**src/rtl/row_flip_sequencer.sv**
```systemverilog
// row_flip_sequencer
//   Buffers one SIDE x SIDE frame of rows and replays the rows in reverse
//   order (last row in is the first row out). Elements inside a row keep
//   their positions.
//
// Ports
//   clk          in   rising-edge clock
//   rst_n        in   asynchronous active-low reset
//   flush        in   synchronous frame abort (active-high)
//   in_valid     in   in_row carries a row
//   in_ready     out  a row is accepted this cycle (FILL only)
//   in_row       in   RW-bit row, element k at [k*ELEM_W +: ELEM_W]
//   out_valid    out  out_row carries a row (DRAIN only)
//   out_ready    in   downstream takes the row this cycle
//   out_row      out  RW-bit row, zero outside DRAIN
//   out_last     out  final row of the frame
//   busy         out  low only when FILL holds no rows
//   frames_done  out  8-bit wrapping count of fully drained frames
module row_flip_sequencer #(
  parameter int SIDE   = 4,
  parameter int ELEM_W = 1,
  localparam int RW    = SIDE * ELEM_W
) (
  input  logic          clk,
  input  logic          rst_n,
  input  logic          flush,
  input  logic          in_valid,
  output logic          in_ready,
  input  logic [RW-1:0] in_row,
  output logic          out_valid,
  input  logic          out_ready,
  output logic [RW-1:0] out_row,
  output logic          out_last,
  output logic          busy,
  output logic [7:0]    frames_done
);

  localparam int IW = (SIDE > 1) ? $clog2(SIDE) : 1;
  localparam logic [IW-1:0] LAST_IDX = IW'(SIDE - 1);

  typedef enum logic {FILL, DRAIN} state_t;

  state_t        state, state_nx;
  logic [IW-1:0] wr_idx, wr_idx_nx;
  logic [IW-1:0] rd_idx, rd_idx_nx;
  logic [7:0]    frames_done_nx;
  logic          wr_en;

  // Frame storage is never reset: it is only observable in DRAIN, and DRAIN
  // is reachable only after all SIDE slots were written in the same frame.
  logic [RW-1:0] mem [SIDE];

  always_ff @(posedge clk) begin
    if (wr_en) begin
      mem[wr_idx] <= in_row;
    end
  end

  always_ff @(posedge clk or negedge rst_n) begin
    if (!rst_n) begin
      state       <= FILL;
      wr_idx      <= '0;
      rd_idx      <= '0;
      frames_done <= 8'd0;
    end else begin
      state       <= state_nx;
      wr_idx      <= wr_idx_nx;
      rd_idx      <= rd_idx_nx;
      frames_done <= frames_done_nx;
    end
  end

  always_comb begin
    state_nx       = state;
    wr_idx_nx      = wr_idx;
    rd_idx_nx      = rd_idx;
    frames_done_nx = frames_done;
    wr_en          = 1'b0;

    in_ready  = 1'b0;
    out_valid = 1'b0;
    out_row   = '0;
    out_last  = 1'b0;
    busy      = 1'b1;

    // Outputs depend only on state, so the async reset reaches them at once.
    case (state)
      FILL: begin
        in_ready = 1'b1;
        busy     = (wr_idx != '0);
      end
      DRAIN: begin
        out_valid = 1'b1;
        out_row   = mem[rd_idx];
        out_last  = (rd_idx == '0);
      end
      default: ;
    endcase

    // Flush wins over any handshake in the same cycle.
    if (flush) begin
      state_nx  = FILL;
      wr_idx_nx = '0;
      rd_idx_nx = '0;
    end else begin
      case (state)
        FILL: begin
          if (in_valid) begin
            wr_en = 1'b1;
            if (wr_idx == LAST_IDX) begin
              state_nx  = DRAIN;
              rd_idx_nx = LAST_IDX;
              wr_idx_nx = '0;
            end else begin
              wr_idx_nx = wr_idx + 1'b1;
            end
          end
        end
        DRAIN: begin
          if (out_ready) begin
            if (rd_idx == '0) begin
              state_nx       = FILL;
              wr_idx_nx      = '0;
              frames_done_nx = frames_done + 8'd1;
            end else begin
              rd_idx_nx = rd_idx - 1'b1;
            end
          end
        end
        default: state_nx = FILL;
      endcase
    end
  end

endmodule
```
**config.mk**
```make
export PLATFORM = sky130hd
export DESIGN_NAME = row_flip_sequencer
export DESIGN_NICKNAME = d
export VERILOG_FILES = /design/src/rtl/row_flip_sequencer.sv
export SDC_FILE = /design/constraint.sdc
export NUM_CORES = 1
export LEC_CHECK = 0
export BUFFER_PORTS_ARGS = -buffer_cell sky130_fd_sc_hd__buf_2
export CORE_ASPECT_RATIO = 1.5
export CORE_MARGIN = 2
export CORE_UTILIZATION = 58
export CTS_BUF_LIST = sky130_fd_sc_hd__clkbuf_16
export DETAILED_ROUTE_END_ITERATION = 8
export GPL_TIMING_DRIVEN = 0
export PLACE_DENSITY = 0.88
export SLEW_MARGIN = 20
export SYNTH_ARGS = -nofsm -noshare
export SYNTH_HDL_FRONTEND = slang
export SYNTH_SLANG_ARGS = --single-unit
```
**constraint.sdc**
```tcl
create_clock -name clk -period 3.81 [get_ports clk]
set_clock_uncertainty 0.15 [all_clocks]
set_input_delay 0 -clock clk [delete_from_list [all_inputs] [get_ports clk]]
set_output_delay 0 -clock clk [all_outputs]
set_load 0.05 [all_outputs]
```
**Word-level counts from Yosys, hierarchy flattened**

Memories as Yosys holds them, arrays and structs flattened.
Index checks and enable logic that the tools add are counted.

- Logic and storage cells: 49
- Memories: 1
- Bits in registers: 13
- Output and inout bits: 16
- Input bits: 9
- Bits in writable memories: 16

Memory list:

| name | words | bits a word | read ports | clocked after Yosys merged registers in | wr ports | line | source |
|---|---|---|---|---|---|---|---|
| mem | 4 | 4 | 1 | 0 | 1 | 51 | `logic [RW-1:0] mem [SIDE];` |

- Muxes and demuxes: 28
- Reductions and logical operators: 5
- Add/sub/neg operators: 3
- Equality and inequality tests: 6
- Bitwise operators: 2

Operator list:

| kind | count |
|---|---|
| 2-bit two-way mux | 10 |
| 1-bit two-way mux | 14 |
| 3-bit != test, second input constant | 4 |
| 8-bit by 1-bit adder with 8-bit output, second input constant | 1 |
| 2-bit case mux with 2 select lines | 2 |
| 4-bit AND reduction | 2 |
| 4-bit two-way mux | 1 |
| 3-bit by 2-bit != test with 1-bit output, second input constant | 1 |
| 3-bit AND reduction | 1 |
| 2-bit by 1-bit adder with 2-bit output, second input constant | 1 |
| 2-bit equality test, second input constant | 1 |
| 2-bit logical NOT | 1 |
| 1-bit inverter | 2 |
| 1-bit case mux with 2 select lines | 1 |
| 2-bit nonzero test | 1 |
| 2-bit by 1-bit subtractor with 2-bit output, second input constant | 1 |

**Longest topological paths before layout**

Gate-level depths: netlist (run 1).

- Word-level depth: 5
- Depth in mapped cells: 6
- Depth with buffers taken out: 5

**Worst setup path after synthesis (run 1)**

Ideal clock, no wire load.

- Path kind: reg2reg
- Start point: register state
- End point: memory mem[0][0] in the netlist's numbering, enable pin
- Period minus slack after synthesis: 2,580 ps
- Setup slack: 1,230 ps
- Setup time: 367 ps
- Data required time: 3,293 ps
- Path buffers: 0
- Stages on the path, launching flop included: 4
- Data arrival time: 2,063 ps
- Cells stage by stage: dfrtp_1 > inv_1 > nand2_1 > nor3b_1

- Word-level cells in the longest chain between the ends: 4

Ends and longest elaborated chain:

| item | line | source |
|---|---|---|
| start: declaration | 43 | `state_t state, state_nx;` |
| start signal: assignment | 66 | `state <= state_nx;` |
| 1-bit two-way mux | 106 | `case (state)` |
| 1-bit two-way mux | 101 | `if (flush) begin` |
| 1-bit two-way mux | 54 | `if (wr_en) begin` |
| 1-bit two-way mux (implied by the code) | 55 | `mem[wr_idx] <= in_row;` |
| end: declaration | 51 |  |

Every way passes these cells.

**Final worst setup path (run 1)**

- Start point: register rd_idx[0]
- End point: register wr_idx[0]

- Word-level cells in the longest chain between the ends: 3

Ends and longest elaborated chain:

| item | line | source |
|---|---|---|
| start: declaration | 45 | `logic [IW-1:0] rd_idx, rd_idx_nx;` |
| start signal: assignment | 68 | `rd_idx <= rd_idx_nx;` |
| 2-bit logical NOT | 121 | `if (rd_idx == '0) begin` |
| 3-bit by 2-bit != test with 1-bit output (no source line) | n/a |  |
| 3-bit AND reduction (no source line) | n/a |  |
| end signal: assignment | 67 | `wr_idx <= wr_idx_nx;` |
| end: declaration | 44 | `logic [IW-1:0] wr_idx, wr_idx_nx;` |

Every way passes these cells.
A chain may end at the register's enable or synchronous reset.

==> impl_metrics.ini, run 1 <==
[pwr]
cellPowerDensity_nw_per_um2 = 448
p_leak_nw = 0.806
vdd_ir_drop_max_mv = 0.399
p_total_uw = 791

[sta]
max_freq_mhz = 494
drv_slew = 0
tightest_slew_ns = 0.724
fin_crit_ns = 2.02
timing.setup.tns_ns = 0
maxSlewHeadroom_pct = 51.6
finalCritPeriodShare_pct = 53.1
finalHoldViolCount = 0
setup_viol = 0
timing.final.ws_setup_ns = 1.79
rsz0062_at_grt = no

[clock_tree]
ctsResizeCount = 0
numCtsBuffers = 5
clock_path_buffers = 2
cts-root-buf = clkbuf_16
cts_tree = built
htree_levels = 2
cts_setup_buffers = 0
clk_pin_slew_ns = 0.04
clk_latency_ns = 0.27
clock-sinks = 29
postCtsHoldBufs = 10

[cells_and_area]
final_common_cell = buf_2
final_util_pct = 78.1
antenna_cells = 0
layout.cells.non_filler = 163
finalNetCount = 155
final_cell_mix = buf_2, edfxtp_1, dfrtp_1
drive_gt1_share_pct = 27.9
syn_to_final_growth_pct = 27.0

[synth]
ys_types = 26
syn_avg_cell_area_um2 = 13.9
syn_area_um2 = 1390
netlist_instances = 100
synth_edf_count = 16
yosys_register_bits = 29
yosysWarningCount = 0
synth-seq-area-share_pct = 58.0
ys.flop_type = edfxtp_1
synth_nets = 116
async_flop_share_pct = 44.8

[routing]
firstDrtPassIters = 4
routed_wl_um = 2760
drt-initial-drc-count = 15
vias_per_cell = 5.64
vias = 920
wl_per_cell_um = 17.0
ant_nets = 0
route.detailed.drc = 0

[floorplan]
ios = 25
rows = 21
initial_core_util_pct = 61.5
die_w_um = 44.0
coreArea_um2 = 2260
die_h_um = 64.0
fp.dieArea_um2 = 2810

[placed_design]
dp.cells = 145
dp_hpwl_um = 1900
portBuffers = 22
pre_cts_slack_ns = 1.91
gp_congestion = 0.811

[global_route]
grt_max_degree = 14
grt_use_total_pct = 23.2
antenna_found_initial = 0
grt_overflow = 0
first_global_vias = 977
grt_pass1_wl_um = 4550

[setup_path]
cp_max_fo = 7
critPathCaptureType = register
worstPathArrival_ns = 2.08
worstSetupPathType = reg2reg
worst_ep_required_time_ns = 3.86
cp-start-kind = register

[job]
cap_violations = 0

[hold_path]
hold_class = in2reg

[status]
status = completed
==> metrics by stage <==
step / hold WS (ns) / cell area, um2
2_1_floorplan: -0.446 / 1390
3_3_place_gp: -0.260 / 1530
3_5_place_dp: -0.248 / 1530
4_1_cts: 0.327 / 1770
5_1_grt: 0.341 / 1770
6_report: 0.331 / 1770
==> area by class of cell <==
| class | count | area [um2] |
|---|---|---|
| inverters | 5 | 18.8 |
| clock buffers | 5 | 125 |
| clock inverters | 3 | 11.3 |
| well taps | 23 | 28.8 |
| flip-flops and latches | 29 | 806 |
| plain buffers | 4 | 26.3 |
| fillers | 150 | 494 |
| multi-input cells | 62 | 539 |
| repair buffers | 32 | 210 |
==> cell families (layout without fill, tap and decap cells) <==
group	count (synthesis)	in the layout	share of synthesized area [%]
AND/OR/NAND/NOR	32	32	15.2
flip-flops	29	29	58.0
AO/OA/AOI/OAI	9	9	4.32
XOR/XNOR	9	9	5.67
buffers and inverters	9	49	3.24
adder cells (fa/ha/maj)	7	7	6.30
multiplexers	5	5	7.29
==> critical path: stages (launching register included) <==
cell           delay, ns
dfrtp_1             0.31
buf_2               0.23
inv_1               0.12
ha_1                0.26
nand2_1             0.11
nand3_1             0.08
a21oi_1             0.14
dlygate4sd3_1       0.56
==> cells in the mapped netlist (2+ instances only) <==
| cell type | number | area [um2] |
|---|---|---|
| and3_1 | 3 | 18.8 |
| nand4_1 | 2 | 12.5 |
| nand2_1 | 10 | 37.5 |
| xor2_1 | 4 | 35.0 |
| edfxtp_1 | 16 | 480 |
| dfrtp_1 | 13 | 325 |
| mux4_2 | 4 | 90.1 |
| and2_1 | 5 | 31.3 |
| nand3_1 | 3 | 15.0 |
| ha_1 | 7 | 87.6 |
| nor3_1 | 2 | 10.0 |
| a211oi_1 | 5 | 37.5 |
| buf_2 | 3 | 15.0 |
| a21oi_1 | 3 | 15.0 |
| xnor2_1 | 5 | 43.8 |
| inv_1 | 5 | 18.8 |
==> path summary, 6_finish.rpt <==
| check | startpoint | to | slack, ns | cells past startpoint |
|---|---|---|---|---|
| min in group asynchronous | rst_n | frames_done[6] | 0.65 | 3 |
| min | in_row[2] | mem[3][2] | 0.33 | 2 |
| max | rd_idx[0] | wr_idx[0] | 1.79 | 7 |
| min reg2reg | frames_done[7] | frames_done[7] | 0.33 | 1 |
| max reg2reg | rd_idx[0] | wr_idx[0] | 1.79 | 7 |
| max in group asynchronous | rst_n | frames_done[1] | 2.47 | 3 |
==> power by group <==
part	internal, mW	switching, mW	total, mW
logic	0.0331	0.0507	0.0838
registers	0.344	0.00910	0.353
clock network	0.233	0.122	0.355
==> flip-flops by register name, indices dropped and copies added, names as in the netlist <==
register,count
wr_idx,2
rd_idx,2
frames_done,8
state,1
mem,16
==> per-layer routing <==
layer  track usage (%)  share of wire, %
met1              26.2                39
met2              39.5                56
met3              7.63               4.8
met4              8.71                 0
met5                 0                 0
Power figures use the tool's default switching activity.
==> run 2, diff against run 1 <==
--- a/config.mk
+++ b/config.mk
@@ -8,11 +8,11 @@
 export BUFFER_PORTS_ARGS = -buffer_cell sky130_fd_sc_hd__buf_2
 export CORE_ASPECT_RATIO = 1.5
 export CORE_MARGIN = 2
-export CORE_UTILIZATION = 58
+export CORE_UTILIZATION = 54
 export CTS_BUF_LIST = sky130_fd_sc_hd__clkbuf_16
 export DETAILED_ROUTE_END_ITERATION = 8
 export GPL_TIMING_DRIVEN = 0
-export PLACE_DENSITY = 0.88
+export PLACE_DENSITY = 0.84
 export SLEW_MARGIN = 20
 export SYNTH_ARGS = -nofsm -noshare
 export SYNTH_HDL_FRONTEND = slang
==> constraint.sdc (replaced) <==
create_clock -name clk -period 2 [get_ports clk]
set_clock_uncertainty 0.15 [all_clocks]
set_input_delay 0 -clock clk [delete_from_list [all_inputs] [get_ports clk]]
set_output_delay 0 -clock clk [all_outputs]
set_load 0.05 [all_outputs]
==> run 2 against run 1 <==
  * Non-clock buffer count down 1
  * Fmax up 11%
  * Via count down 0.65%
  * Register-to-register slack worse by 1.6 ns
  * Sequential share of layout area down 0.15 points
  * Flip-flop and latch count unchanged
  * Routed wire length down 6.0%
  * Critical path type unchanged
  * Power up 93%
  * Clock power up 95%
  * Critical endpoint is now rd_idx[1]
==> impl_metrics.ini, run 2 (same netlist as run 1, synthesis figures left out) <==
[status]
status = completed

[cells_and_area]
final_common_cell = buf_2
fillers = 176
multiInputGateArea_um2 = 547
finalNetCount = 154
largest_reg_flops = 16
regMostFlops = mem
final_util_pct = 72.4
reg_top3 = mem (16), frames_done (8)
register_area_um2 = 807
final_cell_mix = buf_2, edfxtp_1, dfrtp_1
syn_to_final_growth_pct = 27.6
antenna_cells = 0
drive_gt1_share_pct = 32.4
layout.cells.non_filler = 163

[floorplan]
die_w_um = 45.4
rows = 22
die_h_um = 66.1
coreArea_um2 = 2450
fp.dieArea_um2 = 3000
ios = 25
initial_core_util_pct = 56.7

[sta]
tightest_slew_ns = 0.569
max_freq_mhz = 550
finalHoldViolCount = 0
maxSlewHeadroom_pct = 61.9
timing.setup.tns_ns = 0
fin_crit_ns = 1.82
drv_slew = 0
rsz0062_at_grt = no
finalCritPeriodShare_pct = 91.0
setup_viol = 0

[routing]
vias_per_cell = 5.61
wl_per_cell_um = 15.9
routed_wl_um = 2600
vias = 914
drt-initial-drc-count = 16
route.detailed.drc = 0
ant_nets = 0
firstDrtPassIters = 4

[pwr]
p_total_mw = 1.52
pwr-share-clk_pct = 45.5
p_switching_uw = 358
intPower_mw = 1.17
vdd_ir_drop_max_mv = 0.813
seqPwrFrac_pct = 44.1
cellPowerDensity_nw_per_um2 = 859
switching_share_pct = 23.5
pwr-share-comb_pct = 10.4
p_leak_nw = 0.801

[global_route]
grt_max_degree = 14
grt_use_total_pct = 20.0
grt_overflow = 0
antenna_found_initial = 0
grt_pass1_wl_um = 4100
first_global_vias = 922

[clock_tree]
clk_pin_slew_ns = 0.05
cts_setup_buffers = 0
htree_levels = 2
numCtsBuffers = 5
clk_latency_ns = 0.28
cts-root-buf = clkbuf_16
cts_tree = built
clock_path_buffers = 2
clock-sinks = 29

[setup_path]
worstSetupPathType = reg2reg
critPathCaptureType = register
worst_ep_required_time_ns = 2.03
worstPathArrival_ns = 1.85
cp-start-kind = register
cp_max_fo = 6

[job]
cap_violations = 0

[hold_path]
hold_class = in2reg

[placed_design]
gp_congestion = 0.810
dp.cells = 146
portBuffers = 22
dp_hpwl_um = 1770
-- run 2: worst paths after layout --
| kind | cells past startpoint | to | start | slack (ns) |
|---|---|---|---|---|
| worst max-delay path | 5 | rd_idx[1] | rd_idx[1] | 0.18 |
| worst min-delay path | 2 | mem[3][1] | in_row[1] | 0.33 |
| worst max register to register | 5 | rd_idx[1] | rd_idx[1] | 0.18 |
| worst min register to register | 1 | frames_done[7] | frames_done[7] | 0.33 |
| max in group asynchronous | 3 | state | rst_n | 0.65 |
| min in group asynchronous | 3 | frames_done[7] | rst_n | 0.64 |
-- run 2: what timing repair did --
action	4_1_cts	5_1_grt
hold endpoints to repair	40	0
hold buffers	9	0
setup endpoints to repair	0	1
gates resized for setup	0	1
-- run 2: worst max-delay path: stages (launching register included) --
cell	delay, ns
dfrtp_1	0.50
inv_1	0.13
ha_1	0.24
nor2b_4	0.14
mux2_2	0.34
a211oi_1	0.22
-- run 2: through the flow --
step	hold WS, ns	instance area (um2)	worst slack (ns)
finish	0.328	1770	0.180
global route	0.342	1770	0.0426
CTS	0.323	1770	0.128
detailed placement	-0.254	1540	0.142
global placement	-0.259	1540	0.222
floorplan	-0.446	1400	0.0917
-- run 2: routing by layer --
metal	up-vias	track usage (%)	part of all wire, %
met5	-	0	0
li1	437	-	-
met1	447	21.8	39
met4	0	8.46	1.6
met3	4	7.38	4.3
met2	26	33.6	55
-- run 2: area by class of cell --
type,instances,share of cell area (%)
Buffer,4,1.62
Sequential cell,29,45.5
Clock buffer,5,7.05
Tap cell,24,1.69
Clock inverter,3,0.776
Timing Repair Buffer,31,11.3
Multi-Input combinational cell,62,30.8
Inverter,5,1.27
-- run 2: power groups by stage --
stage               Clock (mW)  Combinational [mW]  Sequential [mW]
finish                   0.694               0.158            0.671
global route             0.731               0.173            0.673
CTS                      0.708               0.160            0.671
detailed placement           0               0.146            0.682
global placement             0               0.138            0.680
floorplan                    0              0.0857            0.697
